## config.mk

```make
export PLATFORM = sky130hd
export DESIGN_NAME = pdm_multi
export DESIGN_NICKNAME = d
export VERILOG_FILES = /design/src/rtl/pdm_multi.sv
export SDC_FILE = /design/constraint.sdc
export NUM_CORES = 1
export LEC_CHECK = 0
export ABC_AREA = 0
export ABC_CLOCK_PERIOD_IN_PS = 9300
export BUFFER_PORTS_ARGS = -buffer_cell sky130_fd_sc_hd__buf_2
export CAP_MARGIN = 0
export CORE_MARGIN = 2
export CORE_UTILIZATION = 33
export CTS_BUF_LIST = sky130_fd_sc_hd__clkbuf_8 sky130_fd_sc_hd__clkbuf_16
export CTS_CLUSTER_DIAMETER = 60
export DETAILED_ROUTE_END_ITERATION = 10
export PLACE_DENSITY_LB_ADDON = 0.1
export SETUP_SLACK_MARGIN = 0.02
export SLEW_MARGIN = 20
export SYNTH_ARGS = -nofsm -noshare
export SYNTH_HDL_FRONTEND = slang
export SYNTH_SLANG_ARGS = --single-unit
```

## constraint.sdc

```tcl
create_clock -name clk -period 9.3 [get_ports clk]
set_clock_uncertainty 0.05 [all_clocks]
set_input_delay 1.86 -clock clk [delete_from_list [all_inputs] [get_ports clk]]
set_output_delay 1.86 -clock clk [all_outputs]
set_load 0.005 [all_outputs]
```

## src/rtl/pdm_multi.sv

```systemverilog
// pdm_multi: multi-channel first/second-order pulse-density modulator with shared
// prescaler and double-buffered channel levels committed on a common step.
module pdm_multi #(
    parameter int WIDTH = 8,
    parameter int CHANNELS = 4,
    parameter int PRESCALE_BITS = 8,
    localparam int CW = CHANNELS > 1 ? $clog2(CHANNELS) : 1
) (
    input  logic                     clk,
    input  logic                     reset,
    input  logic                     enable,
    input  logic                     mode,
    input  logic [PRESCALE_BITS-1:0] prescale,
    input  logic                     wr_en,
    input  logic [CW-1:0]            wr_ch,
    input  logic [WIDTH-1:0]         wr_data,
    input  logic                     update_req,
    output logic [CHANNELS-1:0]      pdm_out,
    output logic                     tick,
    output logic                     update_pending
);
    localparam int IW = WIDTH + 4;
    localparam int EW = WIDTH + 5;
    localparam logic signed [EW-1:0] SAT_HI = EW'((64'sd1 <<< (WIDTH + 2)) - 64'sd1);
    localparam logic signed [EW-1:0] SAT_LO = EW'(-(64'sd1 <<< (WIDTH + 2)));
    localparam logic signed [EW-1:0] FB = EW'(64'sd1 <<< WIDTH);

    logic [PRESCALE_BITS-1:0] pcnt;
    logic                     mode_q;
    logic                     step;
    logic                     commit;
    logic [WIDTH-1:0]         shadow [CHANNELS];
    logic [WIDTH-1:0]         active [CHANNELS];
    logic [WIDTH-1:0]         acc [CHANNELS];
    logic signed [IW-1:0]     i1 [CHANNELS];
    logic signed [IW-1:0]     i2 [CHANNELS];
    logic signed [IW-1:0]     n1 [CHANNELS];
    logic signed [IW-1:0]     n2 [CHANNELS];
    logic [WIDTH:0]           sum [CHANNELS];
    logic [CHANNELS-1:0]      y;

    function automatic logic signed [IW-1:0] sat(input logic signed [EW-1:0] v);
        return v > SAT_HI ? IW'(SAT_HI) : v < SAT_LO ? IW'(SAT_LO) : IW'(v);
    endfunction

    assign step = enable && pcnt == prescale;
    // A request arriving on a step cycle commits immediately.
    assign commit = step && (update_pending || update_req);

    always_comb begin
        for (int c = 0; c < CHANNELS; c++) begin
            sum[c] = {1'b0, active[c]} + {1'b0, acc[c]};
            y[c] = !i2[c][IW-1];
            n1[c] = sat(EW'(i1[c]) + EW'($signed({1'b0, active[c]})) - (y[c] ? FB : '0));
            n2[c] = sat(EW'(i2[c]) + EW'(n1[c]) - (y[c] ? FB : '0));
        end
    end

    always_ff @(posedge clk or posedge reset) begin
        if (reset) begin
            pcnt <= '0;
            mode_q <= 1'b0;
            tick <= 1'b0;
            update_pending <= 1'b0;
            pdm_out <= '0;
            for (int c = 0; c < CHANNELS; c++) begin
                shadow[c] <= '0;
                active[c] <= '0;
                acc[c] <= '0;
                i1[c] <= '0;
                i2[c] <= '0;
            end
        end else begin
            pcnt <= (!enable || pcnt >= prescale) ? '0 : pcnt + 1'b1;
            tick <= step;
            update_pending <= !commit && (update_pending || update_req);
            mode_q <= mode;
            for (int c = 0; c < CHANNELS; c++) begin
                if (wr_en && wr_ch == CW'(c))
                    shadow[c] <= wr_data;
                if (commit)
                    active[c] <= shadow[c];
                if (!enable)
                    pdm_out[c] <= 1'b0;
                else if (step)
                    pdm_out[c] <= mode_q ? y[c] : sum[c][WIDTH];
                // A mode switch restarts the loop from a clean state.
                if (mode != mode_q) begin
                    acc[c] <= '0;
                    i1[c] <= '0;
                    i2[c] <= '0;
                end else if (step && mode_q) begin
                    i1[c] <= n1[c];
                    i2[c] <= n2[c];
                end else if (step) begin
                    acc[c] <= sum[c][WIDTH-1:0];
                end
            end
        end
    end
endmodule

```

# Word-level counts from Yosys, hierarchy flattened
# Cells that the tools add are included.
# W data, S select, Z words.
# op_classes
multipliers,0
n_bitwise,0
shifts,0
div_mod_pow,0
n_lt_le_gt_ge,17
addsub,21
reduce_logical,20
eq_ne,7
muxes,61
# ops
operator,count
$mux W12,32
$gt A13 B11 Y1 const B,8
$lt A13 B11 Y1 const B,8
$mux W8,13
$add A12 B12 Y13,4
$add A12 B9 Y13,4
$sub A13 B13 Y13,4
$sub A13 B9 Y13,4
$add A8 B8 Y9,4
$mux W9,4
$mux W1,12
$add A8 B1 Y8 const B,1
$eq A8 B8 Y1,1
$ge A8 B8 Y1,1
$logic_and A1 B1 Y1,8
$logic_not A1 Y1,6
$eq A2 B2 Y1 const B,2
$reduce_bool A2 Y1,2
$eq A2 B1 Y1 const B,1
$logic_not A2 Y1,1
$logic_or A1 B1 Y1,2
$ne A2 B1 Y1 const B,1
$ne A2 B2 Y1 const B,1
$reduce_and A2 Y1,1
$ne A1 B1 Y1,1
# word_totals
memories,0
wordCells,151
regBits,207
latch_bits,0
ram_bits,0
mem_bits_ro,0
out_inout_bits,6
inputBits,24

# Logic depth before layout (Yosys ltp)
# depth
depth_word,12
depth_mapped,25
depth_no_buf,23

# Least setup slack after synthesis
# No wires, ideal clock.
# synth_timing
kind,reg-to-reg
from,register active[2] in the netlist's numbering
to,register i2[7] in the netlist's numbering
setup_time_ps,63
synth_period_minus_slack_ps,5263
n_path_buf,1
arrival_ps,5150
required_ps,9187
setup_slack_ps,4037
stages_incl_launch_ff,24
cell_sequence,dfrtp_1 inv_1 ha_1 inv_1 ha_1 nor2b_1 o31ai_1 a211oi_1 a211oi_1 o21ai_0 inv_1 nand2_1 clkbuf_1 a21o_1 fa_1 ha_1 a21o_1 a21o_1 a22o_1 o31ai_2 a21oi_1 a2111oi_4 a21oi_1 a21bo_2
# synth_between
elab_chain_cells,12
word_cells_on_any_way,14
cone_classes,add/sub: 4; order compare: 4; mux: 6
# synth_rtl
item,line,text
from (decl),33,logic [WIDTH-1:0] active [CHANNELS];
"from (signal, indexed assignment)",82,active[c] <= shadow[c];
$add A12 B9 Y13 *,54,"n1[c] = sat(EW'(i1[c]) + EW'($signed({1'b0, active[c]})) - (y[c] ? FB : '0));"
$sub A13 B13 Y13 *,54,
$lt A13 B11 Y1,43,return v > SAT_HI ? IW'(SAT_HI) : v < SAT_LO ? IW'(SAT_LO) : IW'(v);
$mux W12,43,
$mux W12 *,43,
$add A12 B12 Y13 *,55,n2[c] = sat(EW'(i2[c]) + EW'(n1[c]) - (y[c] ? FB : '0));
$sub A13 B9 Y13 *,55,
$lt A13 B11 Y1,43,
$mux W12,43,
$mux W12 *,43,
$mux W12 *,92,end else if (step && mode_q) begin
$mux W12 *,88,if (mode != mode_q) begin
"to (signal, indexed assignment)",94,i2[c] <= n2[c];
to (decl),36,logic signed [IW-1:0] i2 [CHANNELS];
# Mark *: on every way between the ends. The rest lies on a longest branch, timed or not. The select of a mux whose other input is x is not followed.
# A chain may end at the register's enable or synchronous reset.

# Worst setup path after layout
# layout_timing
from,register active[2] in the netlist's numbering
to,register i2[6] in the netlist's numbering
# Same word-level chain as after synthesis.

==> summary.md <==
| Metric | Value |
|---|---|
| Largest net degree at the start of global routing | `108` |
| Critical path cell sequence | `inv_1 > ha_1 > inv_1 > ha_1 > nor2b_1 > o31ai_1 > a211oi_1 > a211oi_1 > o21ai_0 > inv_1 > nand2_1 > a21o_1 > fa_1 > ha_1 > a21o_1 > a21o_1 > a22o_1 > o31ai_2 > a21oi_1 > a2111oi_4 > a21oi_1 > a21bo_2` |
| Num CTS Buffers | `34` |
| Cell with the largest stage delay on the worst path | `sky130_fd_sc_hd__a2111oi_4` |
| Area share of the largest cell type after synthesis | `0.3367` |
| Number of cells on the worst reg-to-reg path | `22` |
| Normalized max-slew margin | `0.3033` |
| Dominant cells by area after synthesis | `sky130_fd_sc_hd__dfrtp_1, sky130_fd_sc_hd__ha_1, sky130_fd_sc_hd__inv_1, sky130_fd_sc_hd__o21ai_0, sky130_fd_sc_hd__nand2_1` |
| Vias | `roughly 12000` |
| Die height | `between 200 and 250 µm` |
| Final Power | `about 6400 µW` |
| Layout cells sized above 1 | `0.09101` |
| Worst slew pin tran | `1.044 ns` |
| Area growth from synthesis to layout | `12.98%` |
| Outcome | `complete, no violations` |
| Worst slack, placed | `3.099 ns` |
| Clock Root Buffer | `sky130_fd_sc_hd__clkbuf_16` |
| Final Cycle Share | `0.6658` |
| Distinct cell type count of the synthesized netlist | `66` |
| Data required time of the worst path | `9.72 ns` |
| Die area | `48360 µm²` |
| Vias in the first global route | `12265` |
| Count of buffers inserted at the top-level ports | `29` |
| Remaining antenna violation count after routing | `0` |
| Mapped Nets | `2018` |
| I/O pin cnt | `30` |
| Yosys top cell by area | `sky130_fd_sc_hd__dfrtp_1` |
| Hold-critical path depth | `2` |
| WL final | `about 39000 µm` |
| Number of sinks handled by clock tree synthesis | `just over 200` |
| Half-perimeter wire length of the detailed placement result | `27880 µm` |
| Starting Density | `0.3326` |
| Number of flops mapped to enable cells by yosys | `0` |
| Post-cts repair resize count | `0` |
| Flops & latches, synth | `~210` |
| Longest Clk Path Bufs | `3` |
| Final critical-path required period | `6.192 ns` |
| Max-cap viol count | `0` |
| Core Area | `roughly 46000 µm²` |
| Final Setup Violations | `0` |
| Final net count | `about 2000` |
| Clock edge transition at the registers on the reported setup and hold paths | `approximately 0.05 ns` |
| Cells after synthesis | `1777` |
| Worst Hold Class | `reg2reg` |
| CTS H-Tree Depth | `2` |
| WL/cell | `15.78 µm` |
| Standby leakage power | `approximately 0.0086 µW` |
| Peak per-stage delay on the critical path | `between 0.6 and 0.7 ns` |
| Netlist area before placement | `15380 µm²` |
| Std cell rows | `between 70 and 80` |
| Crit Path Category | `reg2reg` |
| Antenna cell count | `0` |
| Post-route core utilization | `0.3757` |
| Via-to-Cell Ratio | `approximately 4.9` |
| Setup Buffers After CTS | `0` |
| Detailed Routing Iterations Pass 1 | `5` |
| Setup slack of the most critical reg-to-reg path | `approximately 3.1 ns` |
| CTS tree | `yes` |
| Most frequent cell after synthesis | `sky130_fd_sc_hd__inv_1` |
| Ys Warns | `0` |
| RSZ-0062 raised after global routing | `false` |
| Final max-slew violation count | `0` |
| Startpoint of the tightest hold check path | `i1[35]` |
| Async set or reset register ratio after synthesis | `1.000` |
| Power density relative to cell area | `367.9 nW/µm²` |
| Sum of overflow across all layers after global routing | `0` |
| Number of antenna violations at the first check in global routing | `0` |
| CP delay by family, top | `compound AO/OA/AOI/OAI gates` |
| Peak supply drop | `0.1656 mV` |
| DRC violation count after routing | `0` |
| Fmax achieved | `between 0.15 and 0.2 GHz` |
| Data arrival time of the critical path | `~6.6 ns` |
| Skew-Pair Late Insertion Delay | `0.54 ns` |
| Setup crit end kind | `register` |
| Total count of hold-check failures in the final report | `0` |
| Commonest cells in the synthesized netlist | `sky130_fd_sc_hd__inv_1, sky130_fd_sc_hd__ha_1, sky130_fd_sc_hd__dfrtp_1, sky130_fd_sc_hd__nand2_1, sky130_fd_sc_hd__o21ai_0` |
| Routability-driven placement congestion ratio | `between 0.7 and 0.8` |
| Placement-stage cell area | `between 15000 and 20000 µm²` |
| Detailed Route Iter0 Violations | `approximately 490` |
| Worst setup SP type | `register` |
| Destination of the worst register-to-register timing path | `i2[6]` |
| Highest fanout seen on the critical path | `20` |
| Worst-case setup margin in the final layout | `just over 3 ns` |
| First-pass GRT wire length | `between 60000 and 70000 µm` |
| Width of the chip | `approximately 220 µm` |
| Total number of cells along the worst setup path | `22` |
| Setup TNS | `0 ns` |
| # hold bufs at CTS | `0` |
| Worst Path Buf+Inv | `3` |
| Syn Area/Cell | `8.658 µm²` |
| Register area share after synthesis | `0.3367` |
| Worst Hold End | `i1[35]` |
| Total GRT Usage | `0.1675` |
| RR Startpoint | `active[2]` |
| Top flip-flop cell by instance count after synthesis | `sky130_fd_sc_hd__dfrtp_1` |
| Summed area of non-filler cells in the final layout | `around 17000 µm²` |
[per-stage QoR]
step | hold slack [ns] | instances
2_1_floorplan | 0.3944 | 1777
3_3_place_gp | 0.4079 | 2383
3_5_place_dp | 0.4188 | 2383
4_1_cts | 0.4327 | 2442
5_1_grt | 0.4459 | 2442
6_report | 0.4275 | 2442
[worst max path at each step]
stage	from	end	slack [ns]
global route	active[2]	i2[6]	2.62
global placement	active[2]	i2[9]	3.21
finish	active[2]	i2[6]	3.11
floorplan	reset	acc[0]	1.74
CTS	active[2]	i2[6]	3.05
detailed placement	active[2]	i2[6]	3.10
[registers in the layout (all words and copies together) (netlist names)]
signal          cells
i1                 48
i2                 48
active             32
acc                32
shadow             32
pdm_out             4
tick                1
mode_q              1
update_pending      1
pcnt                8
[area by class of cell]
cell class,count,area (µm²)
well taps,607,759.5
inverters,291,1100
multi-input cells,1239,8994
flip-flops and latches,207,5180
repair buffers,39,220.2
clock buffers,37,892.1
fillers,4791,28880
clock inverters,22,236.5
[worst reg2reg max path: stages (launching register included)]
cell and delay [ns]:
sky130_fd_sc_hd__dfrtp_1 0.34, sky130_fd_sc_hd__inv_1 0.06, sky130_fd_sc_hd__ha_1 0.27, sky130_fd_sc_hd__inv_1 0.04, sky130_fd_sc_hd__ha_1 0.32, sky130_fd_sc_hd__nor2b_1 0.15
sky130_fd_sc_hd__o31ai_1 0.45, sky130_fd_sc_hd__a211oi_1 0.17, sky130_fd_sc_hd__a211oi_1 0.38, sky130_fd_sc_hd__o21ai_0 0.29, sky130_fd_sc_hd__inv_1 0.17, sky130_fd_sc_hd__nand2_1 0.40
sky130_fd_sc_hd__a21o_1 0.31, sky130_fd_sc_hd__fa_1 0.43, sky130_fd_sc_hd__ha_1 0.39, sky130_fd_sc_hd__a21o_1 0.21, sky130_fd_sc_hd__a21o_1 0.19, sky130_fd_sc_hd__a22o_1 0.26
sky130_fd_sc_hd__o31ai_2 0.20, sky130_fd_sc_hd__a21oi_1 0.15, sky130_fd_sc_hd__a2111oi_4 0.62, sky130_fd_sc_hd__a21oi_1 0.07, sky130_fd_sc_hd__a21bo_2 0.21
[placed cells by master, fill, tap and decap left out, drive strengths merged, types with 30 or more instances in the layout]
cell and count:
inv 298, buf 39, ha 209, dfrtp 207, nand3 49, mux2 36, xor2 31, a21o 41
a21oi 118, o211ai 46, clkbuf 37, xnor2 58, nand2 179, o21ai 145, nor2 75, nand2b 30
[cells by family after synthesis]
family	count (synthesis)	synth area share
simple gates	417	0.1251
mux	38	0.02765
flops	207	0.3367
buf+inv	331	0.08100
xor+xnor	89	0.05067
fa+ha+maj	217	0.1804
compound gates	478	0.1985
[report_power, final]
group,total (µW),internal (µW),switching (µW)
clock network,1280,805,477
logic,4130,1740,2390
registers,983,949,33.2
[layer usage]
layer | routed length (µm) | global-route usage | vias up
li1 | - | - | 6154
met1 | 19780 | 0.2351 | 5623
met2 | 16690 | 0.2630 | 129
met3 | 1239 | 0.03078 | 51
met4 | 829 | 0.04564 | 0
met5 | 0 | 0 | -
(Power assumes the default switching activity.)
